**config.mk**
```make
export PLATFORM = sky130hd
export DESIGN_NAME = wb_stage
export DESIGN_NICKNAME = d
export VERILOG_FILES = /design/src/rtl/wb_pkg.sv /design/src/rtl/wb_stage_load_align.sv /design/src/rtl/wb_stage.sv
export SDC_FILE = /design/constraint.sdc
export NUM_CORES = 1
export LEC_CHECK = 0
export ABC_AREA = 1
export CORE_MARGIN = 3
export CORE_UTILIZATION = 49
export CTS_CLUSTER_SIZE = 24
export DETAILED_ROUTE_END_ITERATION = 10
export PLACE_DENSITY = 0.87
export SETUP_SLACK_MARGIN = 0.5
export SLEW_MARGIN = 20
export SYNTH_ARGS = -nofsm -noshare
export SYNTH_HDL_FRONTEND = slang
export SYNTH_HIERARCHICAL = 1
export SYNTH_SLANG_ARGS = --single-unit
```
**constraint.sdc**
```tcl
create_clock -name clk -period 4.7 [get_ports clk]
set_input_delay 0.705 -clock clk [delete_from_list [all_inputs] [get_ports clk]]
set_output_delay 0.705 -clock clk [all_outputs]
set_load 0.02 [all_outputs]
```
**src/rtl/wb_pkg.sv**
```systemverilog
// Shared types and constants for the writeback stage.
package wb_pkg;

    localparam int unsigned LOAD_OP_W = 8;

    // Bit positions inside the one-hot load-op vector.
    localparam int unsigned LOAD_LB   = 0;
    localparam int unsigned LOAD_LH   = 1;
    localparam int unsigned LOAD_LW   = 2;
    localparam int unsigned LOAD_LBU  = 3;
    localparam int unsigned LOAD_LHU  = 4;
    localparam int unsigned LOAD_LWU  = 5;
    localparam int unsigned LOAD_LD   = 6;
    localparam int unsigned LOAD_RSVD = 7;

    // One-hot encodings used as case items.
    localparam logic [LOAD_OP_W-1:0] OH_LB  = LOAD_OP_W'(1) << LOAD_LB;
    localparam logic [LOAD_OP_W-1:0] OH_LH  = LOAD_OP_W'(1) << LOAD_LH;
    localparam logic [LOAD_OP_W-1:0] OH_LW  = LOAD_OP_W'(1) << LOAD_LW;
    localparam logic [LOAD_OP_W-1:0] OH_LBU = LOAD_OP_W'(1) << LOAD_LBU;
    localparam logic [LOAD_OP_W-1:0] OH_LHU = LOAD_OP_W'(1) << LOAD_LHU;
    localparam logic [LOAD_OP_W-1:0] OH_LWU = LOAD_OP_W'(1) << LOAD_LWU;
    localparam logic [LOAD_OP_W-1:0] OH_LD  = LOAD_OP_W'(1) << LOAD_LD;

    typedef enum logic [1:0] {
        EMPTY,
        ACTIVE,
        WAIT,
        DRAIN
    } wb_state_e;

endpackage

```
**src/rtl/wb_stage_load_align.sv**
```systemverilog
// Combinational load-data alignment and extension.
module load_align
    import wb_pkg::*;
#(
    parameter int unsigned XLEN  = 32,
    parameter int unsigned OFF_W = $clog2(XLEN / 8)
) (
    input  logic [XLEN-1:0]      rdata_i,
    input  logic [OFF_W-1:0]     offset_i,
    input  logic [LOAD_OP_W-1:0] load_op_i,
    output logic [XLEN-1:0]      data_o
);

    logic [OFF_W-1:0]   h_off;
    logic [OFF_W-1:0]   w_off;
    logic signed [7:0]  b_lane;
    logic signed [15:0] h_lane;
    logic signed [31:0] w_lane;
    logic               h_mis;
    logic               w_mis;

    // Pick the byte/half/word lanes; halves and words use the aligned lane base.
    always_comb begin
        h_off  = offset_i & ~OFF_W'(1);
        w_off  = offset_i & ~OFF_W'(3);
        h_mis  = offset_i[0];
        w_mis  = |offset_i[1:0];
        b_lane = rdata_i[8*offset_i +: 8];
        h_lane = rdata_i[8*h_off +: 16];
        w_lane = rdata_i[8*w_off +: 32];
    end

    // Extend the selected lane; misaligned, reserved and out-of-mode ops give zero.
    always_comb begin
        data_o = '0;
        case (load_op_i)
            OH_LB:  data_o = XLEN'(b_lane);
            OH_LBU: data_o = XLEN'(unsigned'(b_lane));
            OH_LH:  data_o = h_mis ? '0 : XLEN'(h_lane);
            OH_LHU: data_o = h_mis ? '0 : XLEN'(unsigned'(h_lane));
            OH_LW:  data_o = w_mis ? '0 : XLEN'(w_lane);
            OH_LWU: begin
                if (XLEN == 64) begin
                    data_o = w_mis ? '0 : XLEN'(unsigned'(w_lane));
                end
            end
            OH_LD: begin
                if (XLEN == 64) begin
                    data_o = rdata_i;
                end
            end
            default: data_o = '0;
        endcase
    end

endmodule

```
**src/rtl/wb_stage.sv**
```systemverilog
// Writeback stage: holds one retiring instruction, aligns load data, forwards and counts.
module wb_stage
    import wb_pkg::*;
#(
    parameter int unsigned XLEN   = 32,
    parameter int unsigned NREG_W = 5,
    parameter int unsigned PC_W   = 32
) (
    input  logic                 clk,
    input  logic                 rst,
    input  logic                 in_valid,
    output logic                 in_ready,
    input  logic [PC_W-1:0]      in_pc,
    input  logic [XLEN-1:0]      in_result,
    input  logic [LOAD_OP_W-1:0] in_load_op,
    input  logic                 in_res_from_mem,
    input  logic                 in_gr_we,
    input  logic [NREG_W-1:0]    in_dest,
    input  logic                 data_rvalid,
    input  logic [XLEN-1:0]      data_rdata,
    input  logic                 flush,
    output logic                 rf_we,
    output logic [NREG_W-1:0]    rf_waddr,
    output logic [XLEN-1:0]      rf_wdata,
    output logic                 fwd_valid,
    output logic                 fwd_ok,
    output logic [NREG_W-1:0]    fwd_dest,
    output logic [XLEN-1:0]      fwd_data,
    output logic [63:0]          instret,
    output logic [PC_W-1:0]      debug_wb_pc,
    output logic [3:0]           debug_wb_rf_we,
    output logic [NREG_W-1:0]    debug_wb_rf_wnum,
    output logic [XLEN-1:0]      debug_wb_rf_wdata
);

    localparam int unsigned OFF_W = $clog2(XLEN / 8);

    wb_state_e              state_q, state_d;
    logic [PC_W-1:0]        pc_q;
    logic [XLEN-1:0]        result_q;
    logic [LOAD_OP_W-1:0]   load_op_q;
    logic                   from_mem_q;
    logic                   gr_we_q;
    logic [NREG_W-1:0]      dest_q;
    logic [63:0]            instret_q;

    logic                   retire;
    logic                   accept;
    logic                   dest_nz;
    logic [XLEN-1:0]        load_data;
    logic [XLEN-1:0]        wdata;

    load_align #(
        .XLEN  (XLEN),
        .OFF_W (OFF_W)
    ) u_load_align (
        .rdata_i   (data_rdata),
        .offset_i  (result_q[OFF_W-1:0]),
        .load_op_i (load_op_q),
        .data_o    (load_data)
    );

    // State register; reset drops any held load without draining.
    always_ff @(posedge clk) begin
        if (rst) begin
            state_q <= EMPTY;
        end else begin
            state_q <= state_d;
        end
    end

    // Next-state logic; flush wins over retire, a pending response forces DRAIN.
    always_comb begin
        state_d = state_q;
        unique case (state_q)
            EMPTY: begin
                if (accept) state_d = in_res_from_mem ? WAIT : ACTIVE;
            end
            ACTIVE: begin
                if (accept) state_d = in_res_from_mem ? WAIT : ACTIVE;
                else        state_d = EMPTY;
            end
            WAIT: begin
                if (flush) begin
                    state_d = data_rvalid ? EMPTY : DRAIN;
                end else if (data_rvalid) begin
                    if (accept) state_d = in_res_from_mem ? WAIT : ACTIVE;
                    else        state_d = EMPTY;
                end
            end
            DRAIN: begin
                if (data_rvalid) state_d = EMPTY;
            end
            default: state_d = EMPTY;
        endcase
    end

    // Handshake, retire, register-file, forwarding and trace outputs.
    always_comb begin
        retire   = ((state_q == ACTIVE) || ((state_q == WAIT) && data_rvalid)) && !flush;
        in_ready = !rst && !flush && ((state_q == EMPTY) || retire);
        accept   = in_valid && in_ready;
        dest_nz  = (dest_q != '0);
        wdata    = from_mem_q ? load_data : result_q;

        rf_we    = retire && gr_we_q && dest_nz;
        rf_waddr = dest_q;
        rf_wdata = wdata;

        fwd_valid = ((state_q == ACTIVE) || (state_q == WAIT)) && gr_we_q && dest_nz;
        fwd_ok    = (state_q == ACTIVE) || ((state_q == WAIT) && data_rvalid);
        fwd_dest  = dest_q;
        fwd_data  = wdata;

        instret           = instret_q;
        debug_wb_pc       = pc_q;
        debug_wb_rf_we    = {4{rf_we}};
        debug_wb_rf_wnum  = dest_q;
        debug_wb_rf_wdata = wdata;
    end

    // Stage register; cleared on reset so every output reads zero afterwards.
    always_ff @(posedge clk) begin
        if (rst) begin
            pc_q       <= '0;
            result_q   <= '0;
            load_op_q  <= '0;
            from_mem_q <= 1'b0;
            gr_we_q    <= 1'b0;
            dest_q     <= '0;
        end else if (accept) begin
            pc_q       <= in_pc;
            result_q   <= in_result;
            load_op_q  <= in_load_op;
            from_mem_q <= in_res_from_mem;
            gr_we_q    <= in_gr_we;
            dest_q     <= in_dest;
        end
    end

    // Retired-instruction counter, wraps naturally at 2^64.
    always_ff @(posedge clk) begin
        if (rst) begin
            instret_q <= '0;
        end else if (retire) begin
            instret_q <= instret_q + 64'd1;
        end
    end

endmodule

```
Word level (Yosys, flattened, before mapping)
Cells that the tools add are included.
{"block": "op_classes", "n_addsub": 1, "eq_ne": 11, "shifts": 2, "n_mux": 13, "n_reduce_logical": 18}
{"operator": "$pmux 32 s5", "n": 1}
{"operator": "$mux 32", "n": 3}
{"operator": "$add 64x1->64 const B", "n": 1}
{"operator": "$shiftx 32x6->16", "n": 1}
{"operator": "$shiftx 32x6->8", "n": 1}
{"operator": "$mux 16", "n": 1}
{"operator": "$mux 2", "n": 7}
{"operator": "$logic_and 1x1->1", "n": 9}
{"operator": "$eq 8x1->1 const B", "n": 1}
{"operator": "$eq 8x2->1 const B", "n": 1}
{"operator": "$eq 8x3->1 const B", "n": 1}
{"operator": "$eq 8x4->1 const B", "n": 1}
{"operator": "$eq 8x5->1 const B", "n": 1}
{"operator": "$pmux 2 s4", "n": 1}
{"operator": "$reduce_bool 5->1", "n": 1}
{"operator": "$eq 2x2->1 const B", "n": 2}
{"operator": "$ne 2x2->1 const B", "n": 2}
{"operator": "$logic_or 1x1->1", "n": 3}
{"operator": "$ne 3x3->1 const B", "n": 1}
{"operator": "$reduce_and 3->1", "n": 1}
{"operator": "$eq 2x1->1 const B", "n": 1}
{"operator": "$logic_not 1->1", "n": 2}
{"operator": "$logic_not 2->1", "n": 1}
{"operator": "$reduce_or 2->1", "n": 1}
{"block": "word_totals", "register_bits": 145, "in_bits": 116, "out_inout_bits": 215}

Depth between registers and ports, before layout
{"block": "depth", "ltp_word": 11, "depth_mapped": 13}

Modules after synthesis
The synthesis kept the hierarchy.
{"module": "wb_stage", "instances": 1, "cells_per_inst": 1240, "area_each_um2": 8079.0}
{"module": "load_align", "instances": 1, "cells_per_inst": 214, "area_each_um2": 945.9}

Least setup slack after synthesis
OpenSTA, ideal clock, no wires.
{"block": "synth_timing", "path_kind": "input to output", "startpoint": "input port data_rdata[23]", "endpoint": "output port fwd_data[27]", "t_arrival_ns": 2.108, "required_ns": 3.995, "path_slack_ns": 1.887, "cell_stages": 10, "path_cell_list": "nand3_1 -> nand2_2 -> o21ai_4 -> and2_1 -> buf_6 -> buf_12 -> nand2_1 -> nand2_1 -> o21ai_0 -> buf_4"}
{"block": "synth_between", "elab_chain_cells": 3}
{"element": "from (decl)", "line": "wb_stage.sv:20", "text": "input logic [XLEN-1:0] data_rdata,"}
{"element": "$shiftx 32x6->8", "line": "wb_stage_load_align.sv:28", "text": "b_lane = rdata_i[8*offset_i +: 8];"}
{"element": "$pmux 32 s5", "line": "wb_stage_load_align.sv:36", "text": "case (load_op_i)"}
{"element": "net load_data[27]", "line": "wb_stage.sv:50", "text": "logic [XLEN-1:0] load_data;"}
{"element": "$mux 32", "line": "wb_stage.sv:104", "text": "wdata = from_mem_q ? load_data : result_q;"}
{"element": "to (decl)", "line": "wb_stage.sv:28", "text": "output logic [XLEN-1:0] fwd_data,"}
The timed path passes the listed nets, and every way through them passes these cells.

Worst setup path after layout
{"block": "layout_timing", "startpoint": "register load_op_q[7]", "endpoint": "output port fwd_data[9]"}
{"block": "layout_between", "elab_chain_cells": 3, "elab_cells_between_ends": 7, "classes_between": "eq/ne: 5; mux: 2"}
{"element": "from (decl)", "line": "wb_stage.sv:41", "text": "logic [LOAD_OP_W-1:0] load_op_q;"}
{"element": "from (signal assigned)", "line": "wb_stage.sv:134", "text": "load_op_q <= in_load_op;"}
{"element": "$eq 8x3->1, or another cell as far along", "line": "wb_stage_load_align.sv:36"}
{"element": "$pmux 32 s5 *", "line": "wb_stage_load_align.sv:36"}
{"element": "net load_data[9]", "line": "wb_stage.sv:50"}
{"element": "$mux 32 *", "line": "wb_stage.sv:104"}
Mark *: on every way through the listed nets, which the timed path passes. The rest lies on a longest branch.

==> impl_table.tex <==
\begin{tabular}{lr}
\hline
Metric & Value \\
\hline
\multicolumn{2}{l}{\textbf{STA}} \\
\quad Max Clock Freq & about 250 MHz \\
\quad Post-Route Skew & 0.0139 ns \\
\quad Number of slew-limit violations in the final report & 0 \\
\quad Final Cycle Share & 84.0\% \\
\quad Max transition margin & 31.1\% \\
\quad Time the worst path needs with I/O delays and setup & 3.95 ns \\
\quad Final number of hold-violating endpoints & 0 \\
\quad Total negative slack for setup checks & 0 ns \\
\quad Final-report setup violation count & 0 \\
\quad Worst slew pin tran & roughly 1.0 ns \\
\quad Setup repair after global routing missed its margin & false \\
\multicolumn{2}{l}{\textbf{Pwr}} \\
\quad Static leakage & roughly 4.7 nW \\
\quad IR Drop Worst-Case VDD & 0.000314 V \\
\quad Power per unit of standard cell area & 328 mW/mm2 \\
\multicolumn{2}{l}{\textbf{Clock network}} \\
\quad CTS clk-pin slew, worst paths & roughly 0.070 ns \\
\quad Clk\_lat worst skew & between 0.4 and 0.5 ns \\
\quad Number of buffers on the longest clock path & 2 \\
\quad Total clock buffers created by CTS & 17 \\
\quad CTS H-tree depth & 4 \\
\quad Clk Tree Root Cell & clkbuf\_16 \\
\quad Clock tree from TritonCTS & yes \\
\quad Total number of clock tree sinks & 145 \\
\quad Post-CTS setup buffer count & 0 \\
\multicolumn{2}{l}{\textbf{Synthesis}} \\
\quad Mean Syn Cell Area & 6.21 um2 \\
\quad Count of distinct cell types in the synthesized netlist & 41 \\
\quad Number of nets produced by synthesis & 1576 \\
\quad Mapped Area & about 0.009 mm2 \\
\quad Post-Syn Instances & $\sim$1500 \\
\quad Seq cells post-synth & 145 \\
\quad Share of the yosys chip area belonging to registers & 32.2\% \\
\quad Yosys warning total & 6 \\
\multicolumn{2}{l}{\textbf{Detailed routing}} \\
\quad DRT iter0 DRCs & 916 \\
\quad Detailed Route WL & roughly 33000 um \\
\quad Total DRC errors in the routed layout & 0 \\
\quad Vias per std cell & 5.31 \\
\quad Detailed-routing iteration count for the pre-antenna-repair pass & 6 \\
\quad Routed length per placed instance & between 15 and 20 um \\
\quad Routed Antenna Nets & 0 \\
\quad Vias & approximately 10000 \\
\multicolumn{2}{l}{\textbf{Placed design}} \\
\quad Number of buffers inserted by port buffering & between 300 and 400 \\
\quad Gpl congestion & 0.971 \\
\quad Placed wire-length estimate after detailed placement & 26000 um \\
\multicolumn{2}{l}{\textbf{Cells and area}} \\
\quad Layout cells sized above 1 & between 5 and 6\% \\
\quad Number of nets in the layout & $\sim$1800 \\
\quad Most frequent standard cell in the layout excluding fill and tap cells & nand2\_1 \\
\quad Commonest cells after routing, fill and taps aside & nand2\_1, clkdlybuf4s50\_1, nor2\_1 \\
\quad Post-route core utilization & slightly above 70\% \\
\quad Area growth from synthesis to layout & 38.1\% \\
\quad \# diodes & 0 \\
\multicolumn{2}{l}{\textbf{Min path}} \\
\quad Instance count along the most critical hold path & 2 \\
\quad Worst Min Path Start & result\_q[2] \\
\quad Min-Delay Path Class & flop to flop \\
\quad Worst hold path endpoint & result\_q[2] \\
\multicolumn{2}{l}{\textbf{Global route}} \\
\quad Maximum number of pins on one net before global-route repair & between 60 and 70 \\
\quad Antenna violations before repair & 0 \\
\quad Wire length of the first global-routing pass & around 50000 um \\
\quad Grt ovf & 0 \\
\quad Total routing usage reported by global routing & 32.0\% \\
\quad Number of global-route vias before repair & about 9300 \\
\multicolumn{2}{l}{\textbf{Critical path}} \\
\quad Crit path max-delay family & simple AND/OR/NAND/NOR gates \\
\quad Capturing point of the worst reg2reg path & state\_q[1] \\
\quad Required time of the worst setup path & 3.99 ns \\
\quad Stage delay of the slowest cell on the critical path & about 0.75 ns \\
\quad Buf+Inv Stages, Crit Path & 2 \\
\quad Beginning of the worst register-to-register path & state\_q[0] \\
\quad Most common cell type on the critical path & nand2\_1 \\
\quad Setup crit end kind & output pin \\
\quad Startpoint types & flop \\
\quad Logic depth of the worst register-to-register path & 11 \\
\quad Peak fanout along the critical path & 14 \\
\quad R2R Setup Slk & around 2.3 ns \\
\quad Cells along the critical path & inv\_1, nand2\_1, nor2\_1, nand2\_1, nand2\_1, nand3\_1, nand3\_1, nand2\_1, o21ai\_0, clkdlybuf4s50\_1 \\
\quad Type of the worst setup path & flop to output pin \\
\quad Highest-delay cell along the critical path & clkdlybuf4s50\_1 \\
\quad Arrival time of data at the critical path endpoint & between 3 and 4 ns \\
\multicolumn{2}{l}{\textbf{Floorplan}} \\
\quad Overall die area & 0.0201 mm2 \\
\quad Number of rows in the core area & 48 \\
\quad Vertical die dimension & 142 um \\
\quad Initial Util & about half \\
\quad Top-level port count & about 330 \\
\quad Horiz. Die Dim & roughly 140 um \\
\quad Floorplan Core Area & $\sim$0.018 mm2 \\
\multicolumn{2}{l}{\textbf{Job}} \\
\quad Max capacitance violation total & 0 \\
\multicolumn{2}{l}{\textbf{Status}} \\
\quad Outcome & finished clean \\
\hline
\end{tabular}
[worst max path at each step]
stage,startpoint,end,slack [ns],cells past startpoint
floorplan,data_rdata[23],fwd_data[27],1.89,10
global placement,data_rdata[31],fwd_data[27],0.80,9
detailed placement,data_rdata[31],fwd_data[27],0.80,9
CTS,result_q[0],fwd_data[27],0.61,9
global route,load_op_q[7],fwd_data[9],0.57,10
finish,load_op_q[7],fwd_data[9],0.75,10
[metal layers]
| layer | global-route usage (%) | vias to the layer above | part of all wire (%) |
|---|---|---|---|
| met3 | 7.68 | 63 | 9.6 |
| met2 | 52.1 | 506 | 46 |
| met1 | 41.6 | 4627 | 41 |
| li1 | - | 4984 | - |
| met4 | 11.2 | 0 | 3.4 |
| met5 | 0 | - | 0 |
[final cells by class]
type	instances	area, um2
Fill cell	1547	5190
Multi-Input combinational cell	1045	4810
Timing Repair Buffer	337	3350
Sequential cell	145	2910
Inverter	134	504
Clock buffer	17	425
Tap cell	225	282
Clock inverter	15	184
[logic make-up after synthesis]
| group | after synthesis | synth area share (%) |
|---|---|---|
| AOI/OAI and AO/OA | 225 | 12.9 |
| buffers and inverters | 264 | 14.7 |
| xor gates and xnor gates | 10 | 0.971 |
| DFF | 145 | 32.2 |
| and+or+nand+nor | 804 | 38.4 |
| adders and majority gates | 6 | 0.832 |
[cell usage after synthesis, drive strengths merged]
master,count,share of area [%]
nor3b,1,0.14
and2,1,0.069
nor3,9,0.80
a31oi,2,0.14
nand4,23,1.6
a211oi,2,0.17
nand2,405,17
buf,95,7.6
nand3b,1,0.083
o21bai,4,0.37
ha,6,0.83
nand3,80,5.2
o21a,3,0.25
clkinv,2,0.097
a21oi,75,4.2
inv,132,5.5
xnor2,3,0.29
clkbuf,35,1.5
and3,1,0.069
xor2,7,0.68
nor2,283,13
o21ai,139,7.8
dfxtp,145,32
[per-stage QoR]
step	cell area (um2)	worst slack, ns	cells	total power [mW]	hold slack, ns
global route	12500	0.572	1918	4.26	0.475
finish	12500	0.752	1918	4.09	0.453
detailed placement	11800	0.797	1886	2.72	0.444
CTS	12500	0.605	1918	4.10	0.454
floorplan	9020	1.89	1454	2.23	0.424
global placement	11800	0.796	1886	2.70	0.435
[repair_timing]
action,in CTS,in global routing
hold buffers,0,0
resized for setup,1,4
setup endpoints to repair,13,66
cloned,0,0
[worst reg2reg max path, stage by stage (launching register included)]
cell,delay (ns)
dfxtp_1,0.39
inv_1,0.11
ha_1,0.22
nand2_1,0.10
nand3_1,0.07
nand2_1,0.11
nor2_2,0.06
inv_2,0.48
buf_4,0.48
o21ai_1,0.10
nand3_1,0.08
a21oi_1,0.08
[where the power goes]
group	internal, mW	leakage, nW	switching (mW)
Clock	0.722	0.296	0.652
Combinational	0.527	3.25	0.782
Sequential	1.32	1.18	0.0807
Total	2.57	4.73	1.52
[registers in the layout (all words and copies together), names as in the netlist]
register,flops
instret,64
debug_wb_pc,32
result_q,32
load_op_q,8
debug_wb_rf_wnum,5
state_q,2
from_mem_q,1
gr_we_q,1
Note: power is estimated with default switching activity, not from simulation.
